[config.mk]
export PLATFORM = sky130hd
export DESIGN_NAME = amba_apb_req_sched
export DESIGN_NICKNAME = d
export VERILOG_FILES = /design/src/rtl/amba_apb_req_sched.sv
export SDC_FILE = /design/constraint.sdc
export NUM_CORES = 1
export LEC_CHECK = 0
export CORE_ASPECT_RATIO = 0.9
export CORE_MARGIN = 2
export CORE_UTILIZATION = 35
export DETAILED_ROUTE_END_ITERATION = 10
export GPL_TIMING_DRIVEN = 0
export MAX_ROUTING_LAYER = met4
export PLACE_DENSITY = 0.73
export SETUP_SLACK_MARGIN = 0.1
export SYNTH_ARGS = -nofsm -noshare
export SYNTH_HDL_FRONTEND = slang
export SYNTH_SLANG_ARGS = --single-unit
[constraint.sdc]
create_clock -name pclk -period 2.04 [get_ports pclk]
set_input_delay 0.408 -clock pclk [delete_from_list [all_inputs] [get_ports pclk]]
set_output_delay 0.408 -clock pclk [all_outputs]
set_load 0.02 [all_outputs]
[src/rtl/amba_apb_req_sched.sv]
// Purpose : round-robin arbiter sharing one APB master command port among NREQ requesters.
// Latency : accept -> rsp_valid is 3 cycles minimum (ISSUE, ACCESS, CAPTURE); TIMEOUT cycles max in ISSUE+ACCESS.
// Backpress: one command in flight; req_ready only pulses in IDLE, other requesters hold req_valid and wait.
module amba_apb_req_sched #(
   parameter int NREQ    = 2,
   parameter int ADDR_W  = 8,
   parameter int DATA_W  = 8,
   parameter int TIMEOUT = 16
) (
   input  logic                     pclk,
   input  logic                     preset,
   input  logic [NREQ-1:0]          req_valid,
   input  logic [NREQ-1:0]          req_write,
   input  logic [NREQ*ADDR_W-1:0]   req_addr,
   input  logic [NREQ*DATA_W-1:0]   req_wdata,
   output logic [NREQ-1:0]          req_ready,
   output logic [NREQ-1:0]          rsp_valid,
   output logic [DATA_W-1:0]        rsp_rdata,
   output logic                     rsp_err,
   output logic                     busy,
   output logic                     transfer,
   output logic                     mpwrite,
   output logic [ADDR_W-1:0]        apb_write_paddr,
   output logic [DATA_W-1:0]        apb_write_data,
   output logic [ADDR_W-1:0]        apb_read_paddr,
   input  logic                     psel,
   input  logic                     penable,
   input  logic [DATA_W-1:0]        apb_read_data_out
);

   localparam int IDW = (NREQ > 1) ? $clog2(NREQ) : 1;
   localparam int CW  = $clog2(TIMEOUT);

   typedef enum logic [1:0] {
      S_IDLE    = 2'd0,
      S_ISSUE   = 2'd1,
      S_ACCESS  = 2'd2,
      S_CAPTURE = 2'd3
   } state_t;

   state_t            r_state;
   state_t            w_next;
   logic [IDW-1:0]    r_last;
   logic [IDW-1:0]    r_id;
   logic              r_write;
   logic [ADDR_W-1:0] r_addr;
   logic [DATA_W-1:0] r_wdata;
   logic              r_err;
   logic [CW-1:0]     r_cnt;

   logic              w_hi_found;
   logic              w_lo_found;
   logic [IDW-1:0]    w_hi;
   logic [IDW-1:0]    w_lo;
   logic              w_found;
   logic [IDW-1:0]    w_win;
   logic              w_tmo;
   logic              w_abort;

   // Counter saturates at TIMEOUT-1, so a late setup handshake still times out in ACCESS.
   assign w_tmo = (r_cnt == CW'(TIMEOUT - 1));

   // Round-robin pick: lowest requester above last_grant, else lowest at or below it.
   always_comb begin
      w_hi_found = 1'b0;
      w_lo_found = 1'b0;
      w_hi       = '0;
      w_lo       = '0;
      for (int i = NREQ - 1; i >= 0; i--) begin
         if (req_valid[i]) begin
            if (IDW'(i) > r_last) begin
               w_hi_found = 1'b1;
               w_hi       = IDW'(i);
            end else begin
               w_lo_found = 1'b1;
               w_lo       = IDW'(i);
            end
         end
      end
      w_found = w_hi_found | w_lo_found;
      w_win   = w_hi_found ? w_hi : w_lo;
   end

   // State register.
   always_ff @(posedge pclk or negedge preset) begin
      if (!preset) begin
         r_state <= S_IDLE;
      end else begin
         r_state <= w_next;
      end
   end

   // Next state; the access handshake takes priority over a coincident timeout.
   always_comb begin
      w_next  = r_state;
      w_abort = 1'b0;
      case (r_state)
         S_IDLE: begin
            if (w_found) w_next = S_ISSUE;
         end
         S_ISSUE: begin
            if (psel && !penable) begin
               w_next = S_ACCESS;
            end else if (w_tmo) begin
               w_next  = S_CAPTURE;
               w_abort = 1'b1;
            end
         end
         S_ACCESS: begin
            if (psel && penable) begin
               w_next = S_CAPTURE;
            end else if (w_tmo) begin
               w_next  = S_CAPTURE;
               w_abort = 1'b1;
            end
         end
         S_CAPTURE: begin
            w_next = S_IDLE;
         end
         default: begin
            w_next = S_IDLE;
         end
      endcase
   end

   // Command latch, round-robin pointer and timeout counter.
   always_ff @(posedge pclk or negedge preset) begin
      if (!preset) begin
         r_last  <= IDW'(NREQ - 1);
         r_id    <= '0;
         r_write <= 1'b0;
         r_addr  <= '0;
         r_wdata <= '0;
         r_err   <= 1'b0;
         r_cnt   <= '0;
      end else begin
         case (r_state)
            S_IDLE: begin
               if (w_found) begin
                  r_last  <= w_win;
                  r_id    <= w_win;
                  r_write <= req_write[w_win];
                  r_addr  <= req_addr[w_win*ADDR_W +: ADDR_W];
                  r_wdata <= req_wdata[w_win*DATA_W +: DATA_W];
                  r_err   <= 1'b0;
                  r_cnt   <= '0;
               end
            end
            S_ISSUE, S_ACCESS: begin
               if (!w_tmo) r_cnt <= r_cnt + CW'(1);
               r_err <= w_abort;
            end
            default: begin
            end
         endcase
      end
   end

   // Output decode from state and latched command; req_ready is forced low while in reset.
   always_comb begin
      req_ready       = '0;
      rsp_valid       = '0;
      rsp_rdata       = '0;
      rsp_err         = 1'b0;
      transfer        = 1'b0;
      mpwrite         = 1'b0;
      apb_write_paddr = '0;
      apb_write_data  = '0;
      apb_read_paddr  = '0;
      busy            = (r_state != S_IDLE);
      case (r_state)
         S_IDLE: begin
            if (w_found && preset) req_ready = NREQ'(1) << w_win;
         end
         S_ISSUE, S_ACCESS: begin
            transfer = 1'b1;
            mpwrite  = r_write;
            if (r_write) begin
               apb_write_paddr = r_addr;
               apb_write_data  = r_wdata;
            end else begin
               apb_read_paddr  = r_addr;
            end
         end
         S_CAPTURE: begin
            rsp_valid = NREQ'(1) << r_id;
            rsp_err   = r_err;
            if (!r_write && !r_err) rsp_rdata = apb_read_data_out;
         end
         default: begin
         end
      endcase
   end

endmodule

==> flow_summary_export.csv <==
group,metric,value,unit
timing,hold_viol,0,
routing,drtPass1Iterations,4,
cells_and_area,register_area,652,um^2
routing,drt_iter0_drc,94,
timing,finClkSkew,1.42,ps
cells_and_area,n_antenna_cell,0,
routing,drtAntennaViolNets,0,
routing,drc,0,
global_routing,grt_usage,0.192,
global_routing,first_global_vias,1716,
clock_network,clock-sinks,26,
setup_path,cp-start-kind,"flop",
pwr,leakagePower,1.40,nW
logic_synthesis,syn_avg_cell_area,9.25,um^2
cells_and_area,area_delta_synth_final,76.8,%
setup_path,crit_path_max_fanout,6,
die,row_count,23,
setup_path,crit_slowest_cell,"dfrtp_1",
die,die_h,69.1,um
clock_network,path_clk_slew,90,ps
setup_path,required,1630,ps
global_routing,grt_antenna_before_repair,0,
clock_network,cts-root-buf,"clkbuf_8",
clock_network,clk-insertion-delay-late,270,ps
setup_path,critical_path.cell_chain,"inv_2 -> ha_4 -> nor2b_4 -> buf_12 -> and2_4 -> buf_6",
setup_path,worstPathArrival,1610,ps
die,fp.dieW,76.3,um
logic_synthesis,syn_inst,178,
logic_synthesis,syn_nets,232,
clock_network,cts_tree,"done",
pwr,switching_share,0.418,
routing,drt-total-wl,5.01,mm
job,drv_cap,0,
routing,avgViaCountPerCell,4.96,
timing,setup_ws,22.4,ps
logic_synthesis,synth-seq-cells,26,
timing,max_slew_margin,0.648,
timing,rsz0062_at_grt,"yes",
timing,final-max-slew-violation-count,0,
placement,hpwlAfterDp,3.47,mm
cells_and_area,multiInputGateArea,1020,um^2
placement,post-place-ws,-1080,ps
routing,wl_per_cell,14.4,um
min_path,min_path_type,"input port to async pin",
setup_path,end_kind,"output port",
logic_synthesis,ys_warn_count,0,
timing,fmax,0.496,GHz
global_routing,grt.overflow.total,0,
setup_path,crit_type,"flop to output port",
timing,fin_crit,2020,ps
die,top_level_ports,88,
timing,tightest_slew,526,ps
pwr,seqPwrFrac,0.223,
cells_and_area,fill_cells,389,
logic_synthesis,yosysSeqAreaShare,0.396,
die,core,4490,um^2
placement,place_area,2600,um^2
setup_path,crit_buf_inv,3,
setup_path,path_delay_family,"flip-flops",
cells_and_area,final_area,2910,um^2
clock_network,cts_inserted_buffers,3,
pwr,power.switching,1.76,mW
placement,routabilityCongestion,0.808,
pwr,power.share.clock,0.079,
timing,fin_setup_tns,0,ps
setup_path,max_stage_delay,400,ps
timing,post-route-period-util,0.989,
logic_synthesis,netlist_area,1650,um^2
logic_synthesis,synth_cell_types,34,
pwr,vdd_drop_max,0.000882,V
clock_network,htreeDepth,1,
clock_network,cts_buffer_depth,2,
die,dieArea,5270,um^2
global_routing,grt_max_degree,29,
placement,numPortBuffers,87,
pwr,power_density,1450,nW/um^2
pwr,p_int,2.45,mW
pwr,combPwrFrac,0.698,
die,start_util,0.367,
global_routing,grt_pass1_wl,8.02,mm
pwr,finalPower,4.21,mW
timing,setup_viol,0,
routing,vias,1727,
cells_and_area,finalNetCount,341,
cells_and_area,drive_gt1_frac,0.339,
outcome,status,"finished clean",
per-layer routing:
| metal | track usage | up-vias | share of wire |
|---|---|---|---|
| met3 | 0.0589 | 6 | 0.082 |
| met4 | 0.0505 | 0 | 0.011 |
| met5 | - | - | 0 |
| met2 | 0.310 | 76 | 0.47 |
| met1 | 0.236 | 798 | 0.44 |
| li1 | - | 847 | - |
what timing repair did:
action,CTS,global route
resized for setup,208,42
setup endpoints to repair,40,35
setup buffers,12,5
hold buffers,0,0
pin swaps,7,8
cell usage after synthesis (all sizes together):
master | n | share of area
nand3 | 6 | 0.018
nand2 | 18 | 0.041
nand2b | 2 | 0.0076
a31oi | 2 | 0.0076
nor3 | 1 | 0.0030
nand4 | 1 | 0.0038
nand4b | 1 | 0.0053
a31o | 1 | 0.0053
ha | 6 | 0.046
a22o | 1 | 0.0053
dfrtp | 25 | 0.38
nor3b | 4 | 0.021
inv | 4 | 0.0091
a21oi | 2 | 0.0061
and2 | 19 | 0.072
a2111oi | 1 | 0.0053
nor2b | 2 | 0.0076
dfstp | 1 | 0.016
a2bb2oi | 2 | 0.011
buf | 3 | 0.018
and3 | 18 | 0.069
mux2i | 19 | 0.12
o21ai | 26 | 0.081
or3b | 1 | 0.0068
o31a | 1 | 0.0053
a21boi | 1 | 0.0068
clkbuf | 7 | 0.016
a211o | 1 | 0.0053
nor2 | 2 | 0.0046
power groups by stage:
stage | combinational, mW | sequential (mW) | clock, mW
2_1_floorplan | 1.36 | 0.882 | 0
3_3_place_gp | 2.22 | 0.916 | 0
3_5_place_dp | 2.26 | 0.927 | 0
4_1_cts | 2.71 | 0.934 | 0.337
5_1_grt | 3.16 | 0.974 | 0.364
6_report | 2.94 | 0.941 | 0.332
layout make-up:
type,count,area share
repair buffers,104,0.339
well taps,62,0.0266
inverters,4,0.00516
flip-flops and latches,26,0.224
multi-input cells,138,0.350
plain buffers,10,0.0365
clock buffers,4,0.0189
placed cells by master (no fill, tap or decap), types with 2 or more instances in the layout:
cell type / instances
inv_1: 2
o21ai_0: 17
buf_12: 2
ha_1: 4
a2bb2oi_1: 2
nand2_1: 18
and3_1: 14
clkbuf_1: 2
nor3b_2: 2
a21oi_1: 2
clkdlybuf4s50_1: 44
clkbuf_8: 6
inv_2: 2
buf_6: 23
buf_4: 26
buf_8: 2
dlygate4sd2_1: 6
o21ai_1: 8
and2_1: 5
and2_4: 14
and3_4: 3
buf_2: 4
clkbuf_4: 2
mux2i_1: 19
dfrtp_1: 25
nand3_1: 6
a31oi_1: 2
nor2_1: 2
nand2b_1: 2
cells by family (layout without fill, tap and decap cells):
| kind of cell | Yosys count | count (layout) | share of synthesized area |
|---|---|---|---|
| and+or+nand+nor | 75 | 75 | 0.261 |
| DFF | 26 | 26 | 0.396 |
| muxes | 19 | 19 | 0.116 |
| buffers and inverters | 14 | 122 | 0.0433 |
| AOI/OAI and AO/OA | 38 | 38 | 0.139 |
| adders and majority gates | 6 | 6 | 0.0456 |
metrics by stage:
stage	hold WS [ps]	cells	utilization
6_report	68.8	348	0.649
5_1_grt	85.2	348	0.649
4_1_cts	281	343	0.622
3_5_place_dp	465	327	0.579
3_3_place_gp	457	327	0.579
2_1_floorplan	112	178	-
flip-flops by register name, summed over array words and instances, names as in the netlist:
signal,cells
r_addr,8
r_write,1
r_state,2
r_wdata,8
r_last,1
r_err,1
r_id,1
r_cnt,4
worst paths after layout:
path,cells past startpoint,to,slack [ps],startpoint
setup / recovery,6,apb_read_paddr[5],20,r_state[1]
hold / removal,1,r_addr[5],70,preset
setup reg to reg,7,r_state[0],270,r_state[1]
hold reg to reg,2,r_wdata[5],480,r_wdata[5]
max in group asynchronous,1,r_last,1660,preset
min in group pclk,2,r_wdata[5],480,r_wdata[5]
Power figures use the tool's default switching activity.
